**config.mk**
```make
export PLATFORM = sky130hd
export DESIGN_NAME = serial_pattern_gen
export DESIGN_NICKNAME = d
export VERILOG_FILES = /design/src/rtl/serial_pattern_gen.sv
export SDC_FILE = /design/constraint.sdc
export NUM_CORES = 1
export LEC_CHECK = 0
export ABC_AREA = 1
export BUFFER_PORTS_ARGS = -buffer_cell sky130_fd_sc_hd__buf_2
export CORE_MARGIN = 10
export CORE_UTILIZATION = 55
export DETAILED_ROUTE_END_ITERATION = 10
export PLACE_DENSITY = 0.76
export RECOVER_POWER = 50
export SETUP_SLACK_MARGIN = 0.02
export SYNTH_ARGS = -nofsm -noshare
export SYNTH_HDL_FRONTEND = slang
export SYNTH_SLANG_ARGS = --single-unit
```
**constraint.sdc**
```tcl
create_clock -name clk -period 2 [get_ports clk]
set_input_delay 0.2 -clock clk [delete_from_list [all_inputs] [get_ports clk]]
set_output_delay 0.2 -clock clk [all_outputs]
set_load 0.02 [all_outputs]
```
**src/rtl/serial_pattern_gen.sv**
```systemverilog
`default_nettype none
// ============================================================================
// Module      : serial_pattern_gen
// Description : Shifts a captured pattern out MSB-first on `a`. Each bit is held
//               for BIT_CYCLES cycles, and the pattern is sent reps+1 times.
//               Define PATTERN_GEN_PARITY_EN to append an even-parity bit per pass.
// Revision    : 1.0 - initial release
// ============================================================================
module serial_pattern_gen #(
  parameter int WIDTH      = 8,
  parameter int BIT_CYCLES = 4,
  parameter int LEN_W      = $clog2(WIDTH + 1)
) (
  input  logic             clk,
  input  logic             reset,
  input  logic             start,
  input  logic [WIDTH-1:0] pattern,
  input  logic [LEN_W-1:0] len,
  input  logic [3:0]       reps,
  output logic             a,
  output logic             bit_stb,
  output logic             busy,
  output logic             done
);

  localparam int               CNT_W    = (BIT_CYCLES > 1) ? $clog2(BIT_CYCLES) : 1;
  localparam logic [CNT_W-1:0] CNT_LAST = CNT_W'(BIT_CYCLES - 1);
  localparam logic [LEN_W-1:0] LEN_MAX  = LEN_W'(WIDTH);

  typedef enum logic [1:0] {
    IDLE = 2'd0,
    SEND = 2'd1,
    FIN  = 2'd2
  } state_t;

  state_t           state_q, state_d;
  logic [WIDTH-1:0] pat_q, pat_d;
  logic [LEN_W-1:0] len_q, len_d;
  logic [LEN_W-1:0] idx_q, idx_d;
  logic [3:0]       reps_q, reps_d;
  logic [CNT_W-1:0] cnt_q, cnt_d;
  logic             a_q, a_d;
  logic             stb_q, stb_d;
  logic             busy_q, busy_d;
  logic             done_q, done_d;
  logic [LEN_W-1:0] len_clamp;
`ifdef PATTERN_GEN_PARITY_EN
  logic             par_bit_q, par_bit_d;
  logic             in_par_q, in_par_d;
`endif

  // Bit select without a wider-than-needed index into the pattern vector.
  function automatic logic pick(input logic [WIDTH-1:0] p, input logic [LEN_W-1:0] i);
    logic b;
    b = 1'b0;
    for (int k = 0; k < WIDTH; k++) begin
      if (i == LEN_W'(k)) b = p[k];
    end
    return b;
  endfunction

`ifdef PATTERN_GEN_PARITY_EN
  function automatic logic low_parity(input logic [WIDTH-1:0] p, input logic [LEN_W-1:0] n);
    logic x;
    x = 1'b0;
    for (int k = 0; k < WIDTH; k++) begin
      if (LEN_W'(k) < n) x = x ^ p[k];
    end
    return x;
  endfunction
`endif

  always_comb begin
    len_clamp = (len > LEN_MAX) ? LEN_MAX : len;
    state_d   = state_q;
    pat_d     = pat_q;
    len_d     = len_q;
    idx_d     = idx_q;
    reps_d    = reps_q;
    cnt_d     = cnt_q;
    a_d       = 1'b0;
    stb_d     = 1'b0;
    busy_d    = 1'b0;
    done_d    = 1'b0;
`ifdef PATTERN_GEN_PARITY_EN
    par_bit_d = par_bit_q;
    in_par_d  = in_par_q;
`endif
    unique case (state_q)
      IDLE: begin
        if (start) begin
          pat_d  = pattern;
          len_d  = len_clamp;
          reps_d = reps;
          cnt_d  = '0;
          if (len_clamp != '0) begin
            state_d = SEND;
            idx_d   = len_clamp - 1'b1;
            a_d     = pick(pattern, len_clamp - 1'b1);
            stb_d   = 1'b1;
            busy_d  = 1'b1;
`ifdef PATTERN_GEN_PARITY_EN
            par_bit_d = low_parity(pattern, len_clamp);
            in_par_d  = 1'b0;
`endif
          end else begin
            state_d = FIN;
            done_d  = 1'b1;
          end
        end
      end
      SEND: begin
        busy_d = 1'b1;
        a_d    = a_q;
        if (cnt_q != CNT_LAST) begin
          cnt_d = cnt_q + 1'b1;
        end else begin
          cnt_d = '0;
          // While the parity bit is out, idx_q is already 0, so this branch is skipped.
          if (idx_q != '0) begin
            idx_d = idx_q - 1'b1;
            a_d   = pick(pat_q, idx_q - 1'b1);
            stb_d = 1'b1;
`ifdef PATTERN_GEN_PARITY_EN
          end else if (!in_par_q) begin
            in_par_d = 1'b1;
            a_d      = par_bit_q;
            stb_d    = 1'b1;
`endif
          end else if (reps_q != 4'd0) begin
            reps_d = reps_q - 4'd1;
            idx_d  = len_q - 1'b1;
            a_d    = pick(pat_q, len_q - 1'b1);
            stb_d  = 1'b1;
`ifdef PATTERN_GEN_PARITY_EN
            in_par_d = 1'b0;
`endif
          end else begin
            state_d = FIN;
            busy_d  = 1'b0;
            a_d     = 1'b0;
            done_d  = 1'b1;
          end
        end
      end
      FIN: begin
        state_d = IDLE;
      end
      default: begin
        state_d = IDLE;
      end
    endcase
  end

  always_ff @(posedge clk) begin
    if (reset) begin
      state_q <= IDLE;
      pat_q   <= '0;
      len_q   <= '0;
      idx_q   <= '0;
      reps_q  <= '0;
      cnt_q   <= '0;
      a_q     <= 1'b0;
      stb_q   <= 1'b0;
      busy_q  <= 1'b0;
      done_q  <= 1'b0;
`ifdef PATTERN_GEN_PARITY_EN
      par_bit_q <= 1'b0;
      in_par_q  <= 1'b0;
`endif
    end else begin
      state_q <= state_d;
      pat_q   <= pat_d;
      len_q   <= len_d;
      idx_q   <= idx_d;
      reps_q  <= reps_d;
      cnt_q   <= cnt_d;
      a_q     <= a_d;
      stb_q   <= stb_d;
      busy_q  <= busy_d;
      done_q  <= done_d;
`ifdef PATTERN_GEN_PARITY_EN
      par_bit_q <= par_bit_d;
      in_par_q  <= in_par_d;
`endif
    end
  end

  assign a       = a_q;
  assign bit_stb = stb_q;
  assign busy    = busy_q;
  assign done    = done_q;

endmodule
`default_nettype wire

```
# After elaboration in Yosys (flattened, before gate mapping)
# Cells that the tools add are included.
[op_classes] mux=65 n_reduce_logical=13 n_addsub=5 n_eq_ne=30 n_lt_le_gt_ge=1
[op_table] cell="4-bit by 3-bit == test with 1-bit output (second input constant)" count=12
[op_table] cell="1-bit 2-to-1 mux" count=40
[op_table] cell="4-bit 2-to-1 mux" count=10
[op_table] cell="4-bit by 2-bit == test with 1-bit output (second input constant)" count=6
[op_table] cell="4-bit case mux with 2 select lines" count=2
[op_table] cell="4-bit by 1-bit subtractor with 4-bit output (second input constant)" count=4
[op_table] cell="2-bit 2-to-1 mux" count=7
[op_table] cell="2-bit != test (second input constant)" count=7
[op_table] cell="4-bit by 1-bit == test with 1-bit output (second input constant)" count=3
[op_table] cell="4-bit logical NOT" count=3
[op_table] cell="4-bit nonzero test" count=3
[op_table] cell="5-bit AND reduction" count=2
[op_table] cell="1-bit case mux with 2 select lines" count=4
[op_table] cell="2-bit case mux with 2 select lines" count=2
[op_table] cell="4-bit greater-than comparator (second input constant)" count=1
[op_table] cell="2-bit AND reduction" count=2
[op_table] cell="4-bit AND reduction" count=1
[op_table] cell="3-bit != test (second input constant)" count=1
[op_table] cell="2-bit by 1-bit adder with 2-bit output (second input constant)" count=1
[op_table] cell="2-bit by 1-bit == test with 1-bit output (second input constant)" count=1
[op_table] cell="2-bit logical NOT" count=1
[op_table] cell="2-bit nonzero test" count=1
[word_totals] word_cells=124 input_bits=19 ff_bits=28 out_inout_bits=4

# Depth between registers and ports, before layout
# Gate-level depths: netlist of the first run.
[depth] depth_word=15 ltp_mapped=13 mapped_depth_nobuf=13

# Least setup slack after synthesis of the first run
# Ideal clock, no wire load.
[synth_timing] path_kind="input -> register" from="input len[0]" to="register idx_q[2]" arrival_ps=1409 stages=11 required_time_ps=1877 n_path_buf=0 slack_ps=468 setup_ps=123 path_cell_list="inv_1 nor2_1 inv_1 ha_1 inv_1 nor3_1 nor2_2 a21oi_4 inv_2 o21ai_0 a31oi_1"
[synth_between] elab_chain_len=6 elab_cells_between_ends=9 cone_classes="1 x add/sub; 1 x order compare; 1 x eq/ne; 4 x mux; 2 x reduce/logical"
[synth_lines] element="start: declaration" line="18" text="input logic [LEN_W-1:0] len,"
[synth_lines] element="4-bit greater-than comparator" line="74" text="len_clamp = (len > LEN_MAX) ? LEN_MAX : len;"
[synth_lines] element="4-bit 2-to-1 mux *" line="74"
[synth_lines] element="via len_clamp[0]" line="46" text="logic [LEN_W-1:0] len_clamp;"
[synth_lines] element="4-bit by 1-bit subtractor with 4-bit output" line="98" text="idx_d = len_clamp - 1'b1;"
[synth_lines] element="4-bit 2-to-1 mux" line="96" text="if (len_clamp != '0) begin"
[synth_lines] element="4-bit 2-to-1 mux" line="91" text="if (start) begin"
[synth_lines] element="4-bit case mux with 2 select lines" line="89" text="unique case (state_q)"
[synth_lines] element="end signal: assignment" line="175" text="idx_q <= idx_d;"
[synth_lines] element="end: declaration" line="39" text="logic [LEN_W-1:0] idx_q, idx_d;"
# The timed path passes the listed nets; every way through them passes the cells marked *. The select of a mux whose other input is x is not followed.
# A chain may end at the register's enable or synchronous reset.

# Worst setup path after layout of the first run
[layout_timing] from="register idx_q[0]" to="register idx_q[2]"
[layout_between] elab_chain_len=4 elab_cells_between_ends=7 cone_classes="1 x add/sub; 1 x eq/ne; 3 x mux; 2 x reduce/logical"
[layout_lines] element="4-bit by 1-bit subtractor with 4-bit output / 4-bit nonzero test (equally long branches)" line="121, 120"
[layout_lines] element="4-bit 2-to-1 mux" line="120" text="if (idx_q != '0) begin"
[layout_lines] element="4-bit 2-to-1 mux" line="115" text="if (cnt_q != CNT_LAST) begin"
[layout_lines] element="4-bit case mux with 2 select lines" line="89"
# Several ways; a longest one is shown, not always the timed one. The select of a mux whose other input is x is not followed.

==> results.py, run 1 <==
metrics = {
    "run_status": {
        "status": "finished clean",
    },
    "placement": {
        "final_wtd_congestion": 0.856,
        "number_of_input_and_output_port_buffers_inserted": 22,
        "place_hpwl_um": 3280,
    },
    "logic_synthesis": {
        "net_count_after_synthesis": 295,
        "synth_seq_cells": 28,
        "netlist_instances": 262,
        "synthFlopType": "sky130_fd_sc_hd__dfxtp_1",
        "netlist_area_um2": 1800,
        "yosys-top-cells-count": "48 x sky130_fd_sc_hd__nand2_1, 33 x sky130_fd_sc_hd__nor2_1, 30 x sky130_fd_sc_hd__inv_1, 28 x sky130_fd_sc_hd__dfxtp_1, 26 x sky130_fd_sc_hd__a21oi_1",
        "yosysWarningCount": 0,
        "synth_area_per_cell_um2": 6.88,
        "synth-compound-area-share_pct": 21.8,
        "synth_xor_area_share_pct": 1.46,
        "synth_seq_area_share_pct": 31.1,
        "post_synthesis_share_of_cell_area_spent_on_full_adders_half_adders_and_majority_gates_pct": 9.72,
        "main_combinational_cell_family_by_area_after_synthesis": "simple AND/OR/NAND/NOR gates",
        "netlist-cell-type-count": 31,
        "post_synth_mux_area_share_pct": 0,
        "synthDominantAreaCellType": "sky130_fd_sc_hd__dfxtp_1",
        "most_repeated_cell_in_the_gate_level_netlist_after_synthesis": "sky130_fd_sc_hd__nand2_1",
        "synth-async-reset-ratio_pct": 0,
        "netlist_top_cells_area": "sky130_fd_sc_hd__dfxtp_1 31%, sky130_fd_sc_hd__nand2_1 10%, sky130_fd_sc_hd__ha_1 9.7%",
        "synth_simple_gate_area_share_pct": 26.7,
        "synth_top_area_share_pct": 31.1,
        "synth_enable_flop_cells": 0,
    },
    "floorplan": {
        "die-width_um": 77.2,
        "coreArea_um2": 3100,
        "dieArea_um2": 5970,
        "placement_rows": 20,
        "start_util_pct": 58.1,
        "die-height_um": 77.2,
        "boundaryPins": 23,
    },
    "detailed_routing": {
        "drt-vias-per-instance": 5.10,
        "drcViolationCount": 0,
        "route.vias.total": 1669,
        "final_ant_viol_nets": 0,
        "totalWireLength_um": 4020,
        "count_of_tritonroute_iterations_in_the_first_routing_pass": 4,
        "violation_count_after_the_first_detailed_route_iteration": 94,
        "detail_route.wl_per_cell_um": 12.3,
    },
    "setup_path": {
        "worstSetupStartpoint": "idx_q[0]",
        "critical-path-max-stage-delay_ns": 0.37,
        "endpoint_kind": "flip-flop",
        "crit_path_max_fanout": 7,
        "r2r_startpoint": "idx_q[0]",
        "path_class": "flip-flop to flip-flop",
        "worst-endpoint-required_ns": 2.22,
        "worst_ep_arrival_time_ns": 2.01,
        "critical-path-slowest-cell": "sky130_fd_sc_hd__dfxtp_1",
        "cp_cell_sequence": "inv_1 > ha_1 > nand2_4 > nor2_8 > nand2_2 > a21oi_4 > inv_2 > o21ai_0 > a31oi_1",
        "critical_path.startpoint_type": "flip-flop",
    },
    "clock_tree": {
        "h-tree-depth": 1,
        "insertion_delay_ns": 0.33,
        "cts.clk_slew.worst_paths_ns": 0.15,
        "post_cts.resized_instances": 0,
        "clk_root_buffer_cell": "sky130_fd_sc_hd__clkbuf_4",
        "clkSinkCount": 28,
        "post_cts_buffers": 0,
        "cts.hold.buffers_added": 0,
        "cts-buffers-inserted": 3,
        "max-clock-path-buffers": 2,
        "cts_tree": "done",
    },
    "hold_path": {
        "min_path_type": "input pin to flip-flop",
        "timing.hold.worst.start": "reps[1]",
    },
    "timing": {
        "clock_skew_ns": 0.00523,
        "report.final.hold_viol_count": 0,
        "timing.setup.tns_ns": 0,
        "clock.fmax_ghz": 0.559,
        "slew_viol_final": 0,
        "worst_pin_slew_ns": 0.580,
        "max_slew_headroom_pct": 61.3,
        "worst_hold_slack_ns": 0.114,
        "unrepaired_setup_endpoints_after_global_routing": "no",
        "finalCriticalPeriod_ns": 1.79,
        "finalSetupViolCount": 0,
        "post-route-period-util_pct": 89.4,
    },
    "grt": {
        "gr_met2_demand_resource_pct": 23.1,
        "grt_use_met3_pct": 2.45,
        "antenna_found_initial": 0,
        "layer_carrying_the_most_global_route_usage": "met2",
        "grt_max_degree": 21,
        "grt-ovfl-total": 0,
        "grt_first_pass_wirelength_um": 7310,
        "grt.met1_usage_pct": 18.5,
        "grt_pass1_vias": 1637,
        "grt_usage_pct": 14.2,
    },
    "cells_and_area": {
        "num-nets-final": 317,
        "diodes": 0,
        "area.growth.synth_to_final_pct": 10.5,
        "filler_cell_count": 325,
        "register_area_um2": 561,
        "multi_input_area_um2": 1080,
        "final_layout_size_suffix_gt1_share_pct": 13.8,
    },
    "power": {
        "leak_pwr_nw": 0.927,
        "pwr_density_cell_nw_per_um2": 766,
        "vdd_ir_drop_max_uv": 454,
    },
    "run": {
        "maxCapViolations": 0,
    },
}
## registers in the layout, summed over array words and instances (netlist names)
register  cells
a             1
bit_stb       1
busy          1
cnt_q         2
done          1
idx_q         4
len_q         4
pat_q         8
reps_q        4
state_q       2
## critical path, delay by kind of cell, from the launching register on
kind / cells / cell delay (ns)
AND/OR/NAND/NOR: 3 / 0.36
flip-flops: 1 / 0.37
AO/OA/AOI/OAI: 3 / 0.45
adder cells (fa/ha/maj): 1 / 0.27
buffers and inverters: 2 / 0.23
## worst paths after layout
kind          endpoint  slack [ns]  depth (start not counted)
min reg2reg   cnt_q[1]        0.49                          2
max           idx_q[2]        0.21                          9
min          reps_q[1]        0.11                          3
max reg2reg   idx_q[2]        0.21                          9
## placed cells by master, fill, tap and decap left out, types with 3 or more instances in the layout
cell type                   n
sky130_fd_sc_hd__inv_1     31
sky130_fd_sc_hd__ha_1      14
sky130_fd_sc_hd__inv_2      4
sky130_fd_sc_hd__o21ai_0   24
sky130_fd_sc_hd__clkbuf_1   5
sky130_fd_sc_hd__buf_2     18
sky130_fd_sc_hd__a21oi_1   26
sky130_fd_sc_hd__nor3_1     3
sky130_fd_sc_hd__nor2_1    33
sky130_fd_sc_hd__dfxtp_1   28
sky130_fd_sc_hd__nand2_1   48
sky130_fd_sc_hd__clkbuf_4   3
sky130_fd_sc_hd__nand3_1   13
sky130_fd_sc_hd__o21ai_1    6
## routing by layer
layer | vias up | share of wire (%)
li1 | 898 | -
met1 | 745 | 51
met2 | 24 | 46
met3 | 2 | 2.5
met4 | 0 | 0.52
met5 | - | 0
## power by group
part	internal (mW)	switching, mW	total, mW
combinational	0.175	0.310	0.485
clock	0.203	0.168	0.370
sequential	0.617	0.0535	0.670
## cells by family after synthesis
group	count (synthesis)
AND/OR/NAND/NOR	107
AO/OA/AOI/OAI	68
buffers and inverters	42
flip-flops	28
adder cells (fa/ha/maj)	14
XOR/XNOR	3
## cell type report
class                           count  area share [%]
Timing Repair Buffer               23            5.47
Inverter                           36            6.91
Multi-Input combinational cell    192            54.1
Clock buffer                        3            1.13
Clock inverter                      1            1.51
Sequential cell                    28            28.2
Tap cell                           44            2.77
## metrics by stage
stage	power, mW	cell area [µm²]	util (%)	instances	worst slack, ns
after floorplan	1.05	1800	-	262	0.468
after global placement	1.16	1950	62.7	323	0.247
after detailed placement	1.17	1950	62.7	323	0.160
after CTS	1.54	2000	64.4	327	0.218
after global routing	1.64	1990	64.2	327	0.0539
final	1.53	1990	64.2	327	0.213
Note: power is estimated with default switching activity, not from simulation.
==> run 2: changes to the inputs <==
CAP_MARGIN = 20   (was default)
CORE_MARGIN = 3   (was 10)
==> run 2 against run 1 <==
Net effect:
- clock power increased by 2%
- utilization increased by 0.60 points
- critical path depth did not move
- clock-buffer cell count did not move
- fmax grew 1.3%
- total power rose by 1.0%
- die area shrank 33%
- setup slack better by 0.024 ns
- largest cell class unchanged
==> results.py, run 2 (synthesis gave the netlist of run 1 again) <==
metrics = {
    "run_status": {
        "status": "finished clean",
    },
    "placement": {
        "dpl.cell_count": 323,
        "place_ws_ns": 0.139,
        "place_hpwl_um": 3180,
        "number_of_input_and_output_port_buffers_inserted": 22,
        "final_wtd_congestion": 0.863,
        "placed_cell_area_um2": 1950,
    },
    "timing": {
        "finalCriticalPeriod_ns": 1.76,
        "timing.final.ws_setup_ns": 0.236,
        "finalSetupViolCount": 0,
        "max_slew_headroom_pct": 59.9,
        "worst_pin_slew_ns": 0.600,
        "clock_skew_ns": 0.00129,
        "timing.setup.tns_ns": 0,
        "report.final.hold_viol_count": 0,
        "clock.fmax_ghz": 0.567,
        "unrepaired_setup_endpoints_after_global_routing": "no",
        "slew_viol_final": 0,
        "post-route-period-util_pct": 88.2,
    },
    "setup_path": {
        "reg2reg_to": "idx_q[2]",
        "r2r.worst_path.cells": 9,
        "timing.critical_path.to": "idx_q[2]",
        "worst_ep_arrival_time_ns": 2.00,
        "critical_path.startpoint_type": "flip-flop",
        "flop2flop_setup_slack_ns": 0.24,
        "endpoint_kind": "flip-flop",
        "path_class": "flip-flop to flip-flop",
        "r2r_startpoint": "idx_q[0]",
        "worst-endpoint-required_ns": 2.24,
        "crit_path_max_fanout": 7,
        "worstSetupStartpoint": "idx_q[0]",
    },
    "cells_and_area": {
        "most-common-layout-cells": "48 x sky130_fd_sc_hd__nand2_1, 33 x sky130_fd_sc_hd__nor2_1, 31 x sky130_fd_sc_hd__inv_1",
        "diodes": 0,
        "largest_reg_flops": 8,
        "layout_commonest_cell": "sky130_fd_sc_hd__nand2_1",
        "registers.top_by_ff_count": "pat_q",
        "num-nets-final": 317,
        "area.growth.synth_to_final_pct": 10.6,
        "stdcell_count": 327,
        "final_layout_size_suffix_gt1_share_pct": 14.1,
        "post-route-cell-area_um2": 1990,
    },
    "floorplan": {
        "coreArea_um2": 3080,
        "start_util_pct": 58.5,
        "dieArea_um2": 4000,
        "placement_rows": 20,
        "die-width_um": 63.2,
        "die-height_um": 63.2,
        "boundaryPins": 23,
    },
    "power": {
        "total_power_mw": 1.54,
        "leak_pwr_nw": 0.926,
        "pwr_density_cell_nw_per_um2": 773,
        "vdd_ir_drop_max_uv": 521,
    },
    "clock_tree": {
        "h-tree-depth": 1,
        "max-clock-path-buffers": 2,
        "post_cts_buffers": 0,
        "cts-buffers-inserted": 3,
        "insertion_delay_ns": 0.34,
        "clk_root_buffer_cell": "sky130_fd_sc_hd__clkbuf_4",
        "clkSinkCount": 28,
        "cts_tree": "done",
        "cts.hold.buffers_added": 0,
        "cts.clk_slew.worst_paths_ns": 0.15,
        "post_cts.resized_instances": 0,
    },
    "detailed_routing": {
        "route.vias.total": 1692,
        "violation_count_after_the_first_detailed_route_iteration": 88,
        "drt-vias-per-instance": 5.17,
        "detail_route.wl_per_cell_um": 12.4,
        "totalWireLength_um": 4060,
        "drcViolationCount": 0,
        "final_ant_viol_nets": 0,
        "count_of_tritonroute_iterations_in_the_first_routing_pass": 4,
    },
    "hold_path": {
        "min_path_type": "input pin to flip-flop",
    },
    "grt": {
        "grt_usage_pct": 21.3,
        "grt_pass1_vias": 1567,
        "antenna_found_initial": 0,
        "grt_first_pass_wirelength_um": 6890,
        "grt_max_degree": 21,
        "grt-ovfl-total": 0,
    },
    "run": {
        "maxCapViolations": 0,
    },
}
run 2: changes by cell type in the layout (fill, tap and decap cells not counted):
cell                   before  now
sky130_fd_sc_hd__ha_1      14   13
sky130_fd_sc_hd__ha_2       0    1
run 2: stage by stage:
step	util, %	hold WS, ns
after CTS	65.0	0.0817
after detailed placement	63.3	0.446
after floorplan	-	0.344
after global routing	64.8	0.104
final	64.8	0.0900
after global placement	63.3	0.438
run 2: per-layer routing:
layer	track usage [%]	wire [µm]
met5	0	0
met4	6.47	51
met3	2.14	90
met2	34.8	1890
met1	29.6	2030
run 2: power breakdown:
part	switching, mW	total (mW)	internal [mW]	leakage [nW]
Combinational	0.316	0.492	0.176	0.667
Clock	0.174	0.377	0.203	0.0279
Sequential	0.0556	0.672	0.617	0.231
run 2: critical path, stage by stage (launching register included):
cell	delay, ns
sky130_fd_sc_hd__dfxtp_1	0.39
sky130_fd_sc_hd__inv_1	0.18
sky130_fd_sc_hd__ha_2	0.26
sky130_fd_sc_hd__nand2_4	0.08
sky130_fd_sc_hd__nor2_8	0.15
sky130_fd_sc_hd__nand2_2	0.11
sky130_fd_sc_hd__a21oi_4	0.22
sky130_fd_sc_hd__inv_2	0.07
sky130_fd_sc_hd__o21ai_0	0.15
sky130_fd_sc_hd__a31oi_1	0.06
run 2: layout make-up:
| type | count | area [µm²] |
|---|---|---|
| fill | 299 | 1080 |
| multi-input combinational | 192 | 1080 |
| sequential | 28 | 561 |
| inverter | 36 | 138 |
| timing repair buffer | 23 | 109 |
| tap | 44 | 55.1 |
| clock inverter | 1 | 30.0 |
| clock buffer | 3 | 22.5 |
run 2: how the worst min path moves through the flow:
stage | depth (start not counted) | startpoint | to | slack, ns
4_1_cts | 3 | reps[1] | reps_q[1] | 0.08
3_5_place_dp | 3 | reps[1] | reps_q[1] | 0.45
3_3_place_gp | 3 | reps[1] | reps_q[1] | 0.44
2_1_floorplan | 2 | reps[1] | reps_q[1] | 0.34
5_1_grt | 3 | reps[0] | reps_q[0] | 0.10
6_report | 3 | reps[1] | reps_q[1] | 0.09
